**src/rtl/result_capture_pkg.sv**
```systemverilog
// Shared constants and types for the result capture path.
package result_capture_pkg;
  localparam int RC_DATA_W = 32;
  localparam int RC_DEPTH  = 8;
  localparam int RC_CNT_W  = 16;

  typedef logic [RC_DATA_W-1:0] rc_word_t;
endpackage

```
**src/rtl/result_capture_fifo_if.sv**
```systemverilog
// Capture input bus plus the drained valid/ready stream and status.
interface result_capture_fifo_if
  import result_capture_pkg::*;
#(
  parameter int DATA_W = RC_DATA_W,
  parameter int DEPTH  = RC_DEPTH,
  parameter int CNT_W  = RC_CNT_W
);
  logic [DATA_W-1:0]        result_in;
  logic                     capture_en;
  logic [DATA_W-1:0]        out_data;
  logic                     out_valid;
  logic                     out_ready;
  logic [$clog2(DEPTH):0]   count;
  logic                     full;
  logic [CNT_W-1:0]         overflow_cnt;

  modport master (
    output result_in, capture_en, out_ready,
    input  out_data, out_valid, count, full, overflow_cnt
  );

  modport slave (
    input  result_in, capture_en, out_ready,
    output out_data, out_valid, count, full, overflow_cnt
  );
endinterface

```
**src/rtl/result_capture_fifo_sync_fifo.sv**
```systemverilog
// Generic synchronous FIFO, first-word fall-through read of mem[rd_ptr].
// Reset clears storage so the head reads zero while empty.
module sync_fifo #(
  parameter int DATA_W = 32,
  parameter int DEPTH  = 8
) (
  input  logic                     clk,
  input  logic                     reset,
  input  logic                     push,
  input  logic                     pop,
  input  logic [DATA_W-1:0]        wr_data,
  output logic [DATA_W-1:0]        rd_data,
  output logic [$clog2(DEPTH):0]   count,
  output logic                     full,
  output logic                     empty
);
  localparam int AW = $clog2(DEPTH);
  localparam int CW = AW + 1;

  logic [DATA_W-1:0] mem_q [DEPTH];
  logic [DATA_W-1:0] mem_d [DEPTH];
  logic [AW-1:0]     wr_ptr_q, wr_ptr_d;
  logic [AW-1:0]     rd_ptr_q, rd_ptr_d;
  logic [CW-1:0]     count_q, count_d;

  always_comb begin
    mem_d    = mem_q;
    wr_ptr_d = wr_ptr_q;
    rd_ptr_d = rd_ptr_q;
    count_d  = count_q;
    if (push) begin
      mem_d[wr_ptr_q] = wr_data;
      wr_ptr_d        = wr_ptr_q + AW'(1);
    end
    if (pop) begin
      rd_ptr_d = rd_ptr_q + AW'(1);
    end
    if (push && !pop) begin
      count_d = count_q + CW'(1);
    end else if (pop && !push) begin
      count_d = count_q - CW'(1);
    end
  end

  always_ff @(posedge clk or negedge reset) begin
    if (!reset) begin
      mem_q    <= '{default: '0};
      wr_ptr_q <= '0;
      rd_ptr_q <= '0;
      count_q  <= '0;
    end else begin
      mem_q    <= mem_d;
      wr_ptr_q <= wr_ptr_d;
      rd_ptr_q <= rd_ptr_d;
      count_q  <= count_d;
    end
  end

  assign rd_data = mem_q[rd_ptr_q];
  assign count   = count_q;
  assign full    = (count_q == CW'(DEPTH));
  assign empty   = (count_q == '0);
endmodule

```
**src/rtl/result_capture_fifo.sv**
```systemverilog
// Samples the processor result bus, queues each changed value, drains via valid/ready.
// Values arriving while the queue is full and not draining are counted as drops.
module result_capture_fifo
  import result_capture_pkg::*;
#(
  parameter int DATA_W = RC_DATA_W,
  parameter int DEPTH  = RC_DEPTH,
  parameter int CNT_W  = RC_CNT_W
) (
  input  logic                 clk,
  input  logic                 reset,
  result_capture_fifo_if.slave bus
);
  logic [DATA_W-1:0]      last_val_q, last_val_d;
  logic                   armed_q, armed_d;
  logic [CNT_W-1:0]       ovf_q, ovf_d;
  logic                   cap_req, push, pop, drop;
  logic [DATA_W-1:0]      fifo_rd_data;
  logic [$clog2(DEPTH):0] fifo_count;
  logic                   fifo_full, fifo_empty;

  // An unarmed detector captures even a value equal to the cleared last_val.
  assign cap_req = bus.capture_en && (!armed_q || (bus.result_in != last_val_q));
  assign pop     = !fifo_empty && bus.out_ready;
  assign push    = cap_req && (!fifo_full || pop);
  assign drop    = cap_req && fifo_full && !pop;

  always_comb begin
    last_val_d = last_val_q;
    armed_d    = armed_q;
    ovf_d      = ovf_q;
    if (bus.capture_en) begin
      last_val_d = bus.result_in;
      armed_d    = 1'b1;
    end
    if (drop && (ovf_q != '1)) begin
      ovf_d = ovf_q + CNT_W'(1);
    end
  end

  always_ff @(posedge clk or negedge reset) begin
    if (!reset) begin
      last_val_q <= '0;
      armed_q    <= 1'b0;
      ovf_q      <= '0;
    end else begin
      last_val_q <= last_val_d;
      armed_q    <= armed_d;
      ovf_q      <= ovf_d;
    end
  end

  sync_fifo #(
    .DATA_W (DATA_W),
    .DEPTH  (DEPTH)
  ) u_fifo (
    .clk     (clk),
    .reset   (reset),
    .push    (push),
    .pop     (pop),
    .wr_data (bus.result_in),
    .rd_data (fifo_rd_data),
    .count   (fifo_count),
    .full    (fifo_full),
    .empty   (fifo_empty)
  );

  assign bus.out_data     = fifo_rd_data;
  assign bus.out_valid    = !fifo_empty;
  assign bus.count        = fifo_count;
  assign bus.full         = fifo_full;
  assign bus.overflow_cnt = ovf_q;
endmodule

```
**src/flat_wrapper.sv**
```systemverilog
// flat-port wrapper written by rule: the top's interface ports become plain ports
module result_capture_fifo_flat import result_capture_pkg::*;
#(
  parameter int DATA_W = RC_DATA_W,
  parameter int DEPTH  = RC_DEPTH,
  parameter int CNT_W  = RC_CNT_W
)
  (clk, reset, bus_result_in, bus_capture_en, bus_out_ready, bus_out_data, bus_out_valid, bus_count, bus_full, bus_overflow_cnt);
  result_capture_fifo_if #(.DATA_W(DATA_W), .DEPTH(DEPTH), .CNT_W(CNT_W)) bus_i ();
  input  logic clk;
  input  logic reset;
  input wire logic [$bits(bus_i.result_in)-1:0] bus_result_in;
  input wire logic [$bits(bus_i.capture_en)-1:0] bus_capture_en;
  input wire logic [$bits(bus_i.out_ready)-1:0] bus_out_ready;
  output wire logic [$bits(bus_i.out_data)-1:0] bus_out_data;
  output wire logic [$bits(bus_i.out_valid)-1:0] bus_out_valid;
  output wire logic [$bits(bus_i.count)-1:0] bus_count;
  output wire logic [$bits(bus_i.full)-1:0] bus_full;
  output wire logic [$bits(bus_i.overflow_cnt)-1:0] bus_overflow_cnt;
  assign bus_i.result_in = bus_result_in;
  assign bus_i.capture_en = bus_capture_en;
  assign bus_i.out_ready = bus_out_ready;
  assign bus_out_data = bus_i.out_data;
  assign bus_out_valid = bus_i.out_valid;
  assign bus_count = bus_i.count;
  assign bus_full = bus_i.full;
  assign bus_overflow_cnt = bus_i.overflow_cnt;
  result_capture_fifo #(.DATA_W(DATA_W), .DEPTH(DEPTH), .CNT_W(CNT_W)) u_core (.clk(clk), .reset(reset), .bus(bus_i));
endmodule
```
**config.mk**
```make
export PLATFORM = sky130hd
export DESIGN_NAME = result_capture_fifo_flat
export DESIGN_NICKNAME = d
export VERILOG_FILES = /design/src/rtl/result_capture_pkg.sv /design/src/rtl/result_capture_fifo_if.sv /design/src/rtl/result_capture_fifo_sync_fifo.sv /design/src/rtl/result_capture_fifo.sv /design/src/flat_wrapper.sv
export SDC_FILE = /design/constraint.sdc
export NUM_CORES = 1
export LEC_CHECK = 0
export CAP_MARGIN = 20
export CELL_PAD_IN_SITES_DETAIL_PLACEMENT = 1
export CELL_PAD_IN_SITES_GLOBAL_PLACEMENT = 1
export CORE_ASPECT_RATIO = 1.2
export CORE_MARGIN = 8
export CORE_UTILIZATION = 32
export DETAILED_ROUTE_END_ITERATION = 12
export PLACE_DENSITY = 0.51
export SYNTH_ARGS = -nofsm -noshare
export SYNTH_HDL_FRONTEND = slang
export SYNTH_SLANG_ARGS = --single-unit
```
**constraint.sdc**
```tcl
create_clock -name clk -period 3.8 [get_ports clk]
set_clock_uncertainty 0.05 [all_clocks]
set_input_delay 0.38 -clock clk [delete_from_list [all_inputs] [get_ports clk]]
set_output_delay 0.38 -clock clk [all_outputs]
set_load 0.03 [all_outputs]
```
==> flow_summary.json <==
{
  "r2r_cells": 14,
  "synth-seq-cells": 315,
  "timing.slew.headroom": 0.507,
  "hold_path_end": "u_core.bus.overflow_cnt[12]",
  "utilization": 0.390,
  "dpl.hpwl_um": 24200,
  "finalPower_mw": 16.2,
  "async_flop_share": 1.00,
  "hold_depth": 4,
  "synthDistinctLibCells": 42,
  "stdcell_count": 1697,
  "die_h_um": 251,
  "ys.flop_type": "dfrtp_1",
  "finalSetupViolCount": 0,
  "cp_max_fo": 26,
  "h-tree-depth": 2,
  "fp-row-count": 86,
  "cts_buffer_depth": 3,
  "yosysSeqAreaShare": 0.538,
  "maxCapViolCount": 0,
  "cts_root_buffer": "clkbuf_16",
  "mostFrequentLayoutCell": "dfrtp_1",
  "pwr_density_cell_nw_per_um2": 912,
  "cts_made_buffers": 38,
  "num_antenna_cells": 0,
  "worstPathRequired_ns": 3.37,
  "sw_frac_of_total": 0.333,
  "dr.pass1.iters": 4,
  "gp_congestion": 0.696,
  "vias": 8247,
  "power.leakage_nw": 7.30,
  "drive_gt1_frac": 0.484,
  "critical_path_class": "reg2out",
  "p_clk_frac": 0.212,
  "power_frac_comb": 0.437,
  "reg2reg_slack_ns": 0.67,
  "fin_setup_tns_ns": 0,
  "cts.reportedPaths.clkPinSlew_ns": 0.06,
  "synth_cells": 941,
  "final_cell_mix": "312 x dfrtp_1, 294 x mux2_2, 87 x clkdlybuf4s50_1",
  "drc": 0,
  "synth_edf_count": 0,
  "via_per_inst": 4.86,
  "die_w_um": 211,
  "min_period_ns": 3.41,
  "whs_ns": 0.275,
  "p_int_mw": 10.8,
  "finalNetCount": 1097,
  "maxSlewViolCount": 0,
  "grt_util_all_layers": 0.153,
  "arrival_ns": 2.98,
  "start_kind": "flop",
  "syn-num-nets": 984,
  "yosys_warnings": 0,
  "seqPwrFrac": 0.351,
  "worstMarginPinSlew_ns": 0.740,
  "power.switching_mw": 5.40,
  "hp-start": "bus_capture_en",
  "antenna_found_initial": 0,
  "io_pins": 90,
  "core_area_sq_um": 45600,
  "syn_to_final_growth_pct": 21.2,
  "drtAntennaViolNets": 0,
  "gr-total-overflow": 0,
  "totalWireLength_um": 39100,
  "dieArea_sq_um": 53000,
  "min_path_type": "in2reg",
  "worstSkewPairLatency_ns": 0.53,
  "io_buffers": 89,
  "grt_pass1_vias": 9467,
  "period_share": 0.897,
  "syn_area_per_cell_sq_um": 15.6,
  "place_inst": 1629,
  "hold_viol": 0,
  "grt_first_pass_wirelength_um": 61800,
  "rsz0062_at_grt": "false",
  "outcome": "finished clean",
  "cts_tree": "yes",
  "fillCellCount": 4586,
  "r2r-start": "u_core.last_val_q[10]",
  "netlist_area_sq_um": 14700,
  "endpoint_kind": "output port",
  "peakVddDrop_v": 0.000518,
  "max_freq_ghz": 0.293,
  "drt_iter0_drc": 292,
  "floorplan.initialDensity": 0.321,
  "wl_per_cell_um": 23.0,
  "cts.sinks": 315,
  "grt_max_degree": 90,
  "r2r_end": "u_core.u_fifo.count[3]"
}
## area by class of cell
type                       instances  area, sq um  area share
sequential                       315         7890       0.444
multi-input combinational        538         6350       0.357
timing repair buffer             157         1590      0.0896
clock buffer                      56         1050      0.0590
tap                              616          771      0.0434
clock inverter                    11          110     0.00620
inverter                           4         15.0    0.000845
## worst max path at each step
stage                         startpoint                      to  cells past startpoint
2_1_floorplan          bus_result_in[28]  u_core.u_fifo.count[3]                     16
3_3_place_gp           bus_result_in[30]  u_core.u_fifo.count[3]                     15
3_5_place_dp           bus_result_in[30]  u_core.u_fifo.count[3]                     15
4_1_cts        u_core.u_fifo.rd_ptr_q[0]         bus_out_data[2]                      4
5_1_grt        u_core.u_fifo.rd_ptr_q[0]        bus_out_data[20]                      4
6_report       u_core.u_fifo.rd_ptr_q[0]        bus_out_data[20]                      4
## logic make-up after synthesis
logic type / Yosys count / synth area share
xor+xnor: 53 / 0.0317
compound gates: 7 / 0.00341
buf+inv: 88 / 0.0332
flops: 315 / 0.538
simple gates: 82 / 0.0323
fa+ha+maj: 7 / 0.00648
mux: 389 / 0.355
## through the flow
step	area (sq um)	worst slack [ns]
3_3_place_gp	16600	0.200
3_5_place_dp	16600	0.165
5_1_grt	17800	0.272
6_report	17800	0.392
4_1_cts	17800	0.307
2_1_floorplan	14700	0.929
## critical path, cell delays in order (launching register included)
cell	delay, ns
dfrtp_4	0.67
buf_12	0.31
mux4_2	0.55
mux2_2	0.31
clkdlybuf4s50_1	0.61
## cell usage after synthesis, types with 8 or more instances
cell type / number / area [sq um]
mux4_2: 64 / 1440
mux2_4: 30 / 450
buf_2: 38 / 190
nand2_1: 11 / 41.3
buf_4: 20 / 150
xor2_1: 24 / 210
xnor2_1: 29 / 254
dfrtp_1: 315 / 7880
mux2_2: 294 / 3310
nand3_1: 14 / 70.1
clkbuf_1: 17 / 63.8
nand4_1: 8 / 50.1
nor2_1: 15 / 56.3
## metal layers
layer  global-route usage  up-vias  share of wire
li1                     -     3654              -
met1                0.205     4445           0.46
met2                0.256      106           0.50
met3               0.0251       42          0.031
met4               0.0350        0          0.017
met5                    0        -              0
## sequential cells by signal, indices dropped and copies added (netlist names)
register,flops
u_core.armed_q,1
u_core.bus.overflow_cnt,16
u_core.last_val_q,32
u_core.u_fifo.count,4
u_core.u_fifo.mem_q,256
u_core.u_fifo.rd_ptr_q,3
u_core.u_fifo.wr_ptr_q,3
## power groups by stage
stage	Combinational, mW	Clock [mW]	Sequential [mW]
floorplan	5.06	0	5.46
global placement	7.18	0	5.70
detailed placement	7.27	0	5.75
CTS	7.30	3.57	5.70
global route	7.61	3.68	5.91
finish	7.09	3.43	5.69
## timing repair
item / in CTS / in global routing
gates resized for setup: 0 / 0
hold endpoints to repair: 84 / 0
buffers inserted: 0 / 0
hold buffers: 1 / 0
No activity file was read; power rests on OpenSTA's default activity.
